**src/rtl/seq_div.sv**
```systemverilog
// Sequential N-bit unsigned restoring divider: one quotient bit per clock, start/busy/done handshake.
// Define SEQ_DIV_DBG_EN to expose the live partial remainder and FSM state as debug ports.
module seq_div #(
  parameter int N = 256
) (
  input  logic         clk,
  input  logic         rst_n,
  input  logic         start,
  input  logic [N-1:0] dividend,
  input  logic [N-1:0] divisor,
  output logic [N-1:0] quotient,
  output logic [N-1:0] remainder,
  output logic         busy,
  output logic         done,
  output logic         div_by_zero
`ifdef SEQ_DIV_DBG_EN
  ,
  output logic [N:0]   dbg_rem,
  output logic [1:0]   dbg_state
`endif
);

  localparam int CW = (N > 1) ? $clog2(N) : 1;

  typedef enum logic [1:0] {
    IDLE = 2'd0,
    RUN  = 2'd1,
    DONE = 2'd2
  } state_t;

  state_t         state_q, state_d;
  logic [N-1:0]   q_q, q_d;
  logic [N-1:0]   dvs_q, dvs_d;
  logic [N-1:0]   p_q, p_d;
  logic [N-1:0]   quo_q, quo_d;
  logic [N-1:0]   rem_q, rem_d;
  logic [CW-1:0]  cnt_q, cnt_d;
  logic           busy_q, busy_d;
  logic           done_q, done_d;
  logic           dbz_q, dbz_d;
  logic [N:0]     t_s;
  logic           ge_s;

  // Next-state and datapath: accept in IDLE/DONE, one shift/subtract step per RUN cycle
  always_comb begin
    state_d = state_q;
    q_d     = q_q;
    dvs_d   = dvs_q;
    p_d     = p_q;
    quo_d   = quo_q;
    rem_d   = rem_q;
    cnt_d   = cnt_q;
    dbz_d   = dbz_q;
    done_d  = 1'b0;
    t_s     = {p_q, q_q[N-1]};
    ge_s    = (t_s >= {1'b0, dvs_q});

    case (state_q)
      IDLE, DONE: begin
        if (start) begin
          if (divisor == '0) begin
            quo_d   = '1;
            rem_d   = dividend;
            dbz_d   = 1'b1;
            done_d  = 1'b1;
            state_d = DONE;
          end else begin
            q_d     = dividend;
            dvs_d   = divisor;
            p_d     = '0;
            cnt_d   = CW'(N - 1);
            dbz_d   = 1'b0;
            state_d = RUN;
          end
        end else begin
          state_d = IDLE;
        end
      end
      RUN: begin
        // The partial remainder stays below the divisor, so N bits hold T-D exactly
        q_d   = {q_q[N-2:0], ge_s};
        p_d   = ge_s ? N'(t_s - {1'b0, dvs_q}) : t_s[N-1:0];
        cnt_d = cnt_q - CW'(1);
        if (cnt_q == '0) begin
          quo_d   = q_d;
          rem_d   = p_d;
          done_d  = 1'b1;
          state_d = DONE;
        end else begin
          state_d = RUN;
        end
      end
      default: begin
        state_d = IDLE;
      end
    endcase

    busy_d = (state_d == RUN);
  end

  // State and output registers with synchronous active-low reset
  always_ff @(posedge clk) begin
    if (!rst_n) begin
      state_q <= IDLE;
      q_q     <= '0;
      dvs_q   <= '0;
      p_q     <= '0;
      quo_q   <= '0;
      rem_q   <= '0;
      cnt_q   <= '0;
      busy_q  <= 1'b0;
      done_q  <= 1'b0;
      dbz_q   <= 1'b0;
    end else begin
      state_q <= state_d;
      q_q     <= q_d;
      dvs_q   <= dvs_d;
      p_q     <= p_d;
      quo_q   <= quo_d;
      rem_q   <= rem_d;
      cnt_q   <= cnt_d;
      busy_q  <= busy_d;
      done_q  <= done_d;
      dbz_q   <= dbz_d;
    end
  end

  assign quotient    = quo_q;
  assign remainder   = rem_q;
  assign busy        = busy_q;
  assign done        = done_q;
  assign div_by_zero = dbz_q;

`ifdef SEQ_DIV_DBG_EN
  assign dbg_rem   = {1'b0, p_q};
  assign dbg_state = state_q;
`endif

endmodule

```
**config.mk**
```make
export PLATFORM = sky130hd
export DESIGN_NAME = seq_div
export DESIGN_NICKNAME = d
export VERILOG_FILES = /design/src/rtl/seq_div.sv
export SDC_FILE = /design/constraint.sdc
export NUM_CORES = 2
export LEC_CHECK = 0
export CAP_MARGIN = 30
export CORE_ASPECT_RATIO = 1.5
export CORE_MARGIN = 2
export CORE_UTILIZATION = 35
export CTS_CLUSTER_DIAMETER = 30
export CTS_CLUSTER_SIZE = 30
export DETAILED_ROUTE_END_ITERATION = 16
export GPL_ROUTABILITY_DRIVEN = 0
export PLACE_DENSITY = 0.61
export SLEW_MARGIN = 20
export SYNTH_ARGS = -nofsm -noshare
export SYNTH_HDL_FRONTEND = slang
export SYNTH_SLANG_ARGS = --single-unit
```
**constraint.sdc**
```tcl
create_clock -name clk -period 4.7 [get_ports clk]
set_input_delay 0.94 -clock clk [delete_from_list [all_inputs] [get_ports clk]]
set_output_delay 0.94 -clock clk [all_outputs]
set_load 0.02 [all_outputs]
```
==> results of run 1 <==
-- cell families after synthesis --
| group | share of synthesized area |
|---|---|
| buf+inv | 0.0603 |
| fa+ha+maj | 0.0457 |
| mux | 0.00414 |
| xor+xnor | 0.0313 |
| flops | 0.366 |
| compound gates | 0.253 |
| simple gates | 0.239 |
-- cells in the mapped netlist, drive strengths merged (7+ instances only) --
cell type / count
a211o: 14
a211oi: 150
a21boi: 24
a21o: 63
a21oi: 1149
a221o: 10
a221oi: 38
a22o: 10
a22oi: 39
a31o: 8
a31oi: 393
a41oi: 10
and2: 8
and3: 22
buf: 66
clkbuf: 710
dfxtp: 1292
ha: 257
inv: 348
mux2i: 27
nand2: 1652
nand2b: 23
nand3: 168
nand4: 190
nor2: 1065
nor2b: 10
nor3: 631
nor4: 104
o211ai: 24
o21a: 40
o21ai: 918
o21bai: 84
o221ai: 15
o22ai: 7
o31a: 8
o31ai: 40
or2: 17
or3: 21
or4: 9
xnor2: 160
xor2: 93
-- metal layers --
layer	track usage	overflow
met5	0.101	0
met3	0.310	9
met4	0.540	382
met1	0.495	3
met2	0.721	702
-- through the flow --
step                      TNS (ps)  setup slack [ps]
after CTS                        0              1.00
after detailed placement   -116020              -721
after global placement     -114510              -811
after floorplan                  0               511
-- timing repair --
item                                    in CTS
hold buffers                                 0
endpoints found under the setup margin     465
gates resized for setup                    166
setup buffers                                5
pin swaps                                   21
==> metrics.txt, run 1 <==
post-synthesis net count=around 11000; initial cell density of the core=0.351; global-route usage over all layers=0.515; Cell variety after synth=91; horizontal extent of the die=371 um; count of buffers from port buffering=roughly 1000; post-synthesis cell area=a little over 0.07 mm2; post-synthesis cell type with the largest combined area=dfxtp_1; total I/O pin count=1030; mean area per synthesized cell=between 7 and 8 um2; CTS buffer count=between 200 and 250; global route overflow=roughly 1100; Placed Cells=14300; fraction of synthesized cell area taken by the top area cell type=0.366; library cell used as clock root buffer=clkbuf_16; flops & latches, synth=about 1300; Rows=between 200 and 250; number of flops mapped to enable cells by yosys=0; result of the run=stopped before the end; post-placement cell area=just over 0.09 mm2; first-pass GRT wire length=780000 um; synth top area cells=dfxtp_1 37%, nand2_1 8.8%, a21oi_1 8.1%; number of global-route vias before repair=97900; number of warnings issued by yosys=0; share of synthesized area occupied by flip-flops and latches=0.366; maximum level of the CTS H-tree=4; number of instances in the synthesized netlist=about 10000; HPWL reported at the end of detailed placement=364000 um; error message=[ERROR GRT-0116] Global routing finished with congestion. Check the congestion regions in the DRC Viewer.; share of synthesized flip-flops with an asynchronous set or reset=0; Synth Flop Type=dfxtp_1; sinks on the clock net=between 1000 and 1500; largest net degree at the start of global routing=222; stage where the run ended=global routing; vertical die dimension=about 550 um; largest buffer count on any clock path=4
==> run 2, diff against run 1 <==
==> config.mk (replaced) <==
export PLATFORM = sky130hd
export DESIGN_NAME = seq_div
export DESIGN_NICKNAME = d
export VERILOG_FILES = /design/src/rtl/seq_div.sv
export SDC_FILE = /design/constraint.sdc
export NUM_CORES = 2
export LEC_CHECK = 0
export CAP_MARGIN = 30
export CORE_MARGIN = 2
export CORE_UTILIZATION = 20
export DETAILED_ROUTE_END_ITERATION = 16
export GPL_ROUTABILITY_DRIVEN = 0
export PLACE_DENSITY_LB_ADDON = 0.15
export SLEW_MARGIN = 20
export SYNTH_ARGS = -nofsm -noshare
export SYNTH_HDL_FRONTEND = slang
export SYNTH_SLANG_ARGS = --single-unit
==> run 2 against run 1 <==
- the flow now finishes, with violations (antenna violations)
- synthesized area is the same
- synthesized cell count is the same
==> metrics.txt, run 2 <==
layout cell share with drive strength beyond 1=0.173; synth top area cells=dfxtp_1 37%, nand2_1 8.8%, a21oi_1 8.1%; crit path from=dvs_q[1]$_SDFFE_PN0P_; Synth-to-Final Area Change=47.3%; post-synthesis cell area=roughly 0.07 mm2; Hold-fix buffers, CTS=0; global-route usage over all layers=0.225; sinks on the clock net=1292; clock transition at the registers of the reported paths=60 ps; Worst-Margin Slew=between 1000 and 1500 ps; DRT Wirelength=~430000 um; launch point of the worst hold path=rst_n; largest buffer count on any clock path=4; flops & latches, synth=1292; r2r startpoint=dvs_q[1]$_SDFFE_PN0P_; CTS buffer count=172; setup repair after global routing missed its margin=true; startpoint type of the worst setup path=flip-flop; Setup Crit Path Kind=reg -> reg; CP Max Fanout=3; initial cell density of the core=0.201; Max Freq=between 0.2 and 0.25 GHz; total I/O pin count=between 1000 and 1500; result of the run=complete, but fails checks; crit path setup slack, layout=60.7 ps; most common cell after layout, fill and taps aside=nand2_1; total iterations of the first detailed-routing run=6; number of warnings issued by yosys=0; via-per-instance ratio=4.92; Setup crit end kind=flip-flop; max-cap violations=0; cell with the most instances after synthesis=nand2_1; fraction of synthesized cell area taken by the top area cell type=0.366; via total after detailed routing=a little over 80000; core area=0.352 mm2; post-detailed-route count of antenna-violating nets=1; top cells by instance count after synthesis=1652 x nand2_1, 1292 x dfxtp_1, 1148 x a21oi_1; maximum level of the CTS H-tree=4; number of flops mapped to enable cells by yosys=0; detailed router's first-iteration violation count=~7000; commonest cells after routing, fill and taps aside=1636 x nand2_1, 1283 x dfxtp_1, 1173 x buf_4; final setup violating endpoints=0; cell occurring most often along the worst timing path=buf_4; largest net degree at the start of global routing=180; Cell variety after synth=91; Synth Flop Type=dfxtp_1; HPWL reported at the end of detailed placement=339000 um; number of slew-limit violations in the final report=0; count of buffers from port buffering=~1000; mean area per synthesized cell=7.08 um2; final cycle utilization of the critical path=0.987; number of instances in the synthesized netlist=9986; post-synthesis net count=about 11000; worst-case hold slack=445 ps; number of global-route vias before repair=between 70000 and 80000; global route overflow=0; Worst Skew=90.4 ps; post-synthesis cell type with the largest combined area=dfxtp_1; TritonCTS clock tree=yes; vertical die dimension=roughly 600 um; Final nets=~13000; share of synthesized area occupied by flip-flops and latches=0.366; initial antenna violation count=approximately 120; Worst EP required=around 5500 ps; Die Footprint=0.358 mm2; share of synthesized flip-flops with an asynchronous set or reset=0; insertion delay to the later sink of the worst-skew pair=approximately 900 ps; maximum cell stage delay along the critical path=about 370 ps; library cell used as clock root buffer=clkbuf_16; Setup Slack @ Placement=-848 ps; slowest CP cell=a2111oi_4; horizontal extent of the die=around 600 um; first-pass GRT wire length=590000 um; critical path data arrival time=5420 ps; Worst Hold Class=in -> reg; Slew headroom=0.260; clock period minus worst slack=~4600 ps; accumulated negative setup slack=0 ps; Worst R2R Setup Slack=60 ps; routed length per instance=between 20 and 30 um; violated checks=antenna violations; drc violations=0; Rows=between 200 and 250; final hold violation count=0; Final Util=0.296
[run 2: cell counts after synthesis]
No cell type changed its count.
[run 2: cell families after synthesis]
kind of cell,after synthesis,share of synthesized area
fa+ha+maj,258,0.0457
buf+inv,1124,0.0603
compound gates,3090,0.253
xor+xnor,253,0.0313
flops,1292,0.366
simple gates,3940,0.239
mux,29,0.00414
[run 2: path summary, 6_finish.rpt]
| path | to | cells after the start |
|---|---|---|
| setup / recovery | remainder[223]$_SDFFE_PN0P_ | 25 |
| setup reg to reg | remainder[223]$_SDFFE_PN0P_ | 25 |
| hold / removal | q_q[177]$_SDFFE_PN0P_ | 3 |
| hold reg to reg | remainder[176]$_SDFFE_PN0P_ | 2 |
[run 2: critical path, delay by kind of cell, from the launching register on]
family          cells  cell delay [ps]
compound gates     11             1950
buf+inv             8             1300
simple gates        3              380
flops               1              330
fa+ha+maj           1              260
mux                 1              200
xor+xnor            1              120
[run 2: per-layer routing]
layer	vias up	wire (um)	track usage
met3	626	31700	0.0497
li1	38800	-	-
met4	74	17300	0.0857
met2	2879	186000	0.351
met5	-	500	0
met1	39600	190000	0.302
[run 2: final cells by class]
type | count | area (um2)
diodes | 57 | 143
fillers | 38500 | 248000
clock buffers | 244 | 4910
flip-flops and latches | 1292 | 25900
clock inverters | 66 | 862
inverters | 348 | 1310
well taps | 4730 | 5920
repair buffers | 2353 | 22000
multi-input cells | 7570 | 43200
[run 2: what timing repair did]
item | 4_1_cts | 5_1_grt
gates cloned | 3 | 7
pin swaps | 31 | 117
setup buffers | 14 | 42
endpoints found under the setup margin | 461 | 483
gates resized for setup | 186 | 411
[run 2: per-stage QoR]
step                      instance area (um2)  cells
after CTS                              102000  16600
after global placement                  94900  16200
after detailed placement                95000  16200
final                                  104000  16700
after global routing                   104000  16600
after floorplan                         70700   9986
Power of run 2 is left out: the tool's default activity adds up to more than one toggle a clock period on the data nets, which glitch-free logic cannot reach.
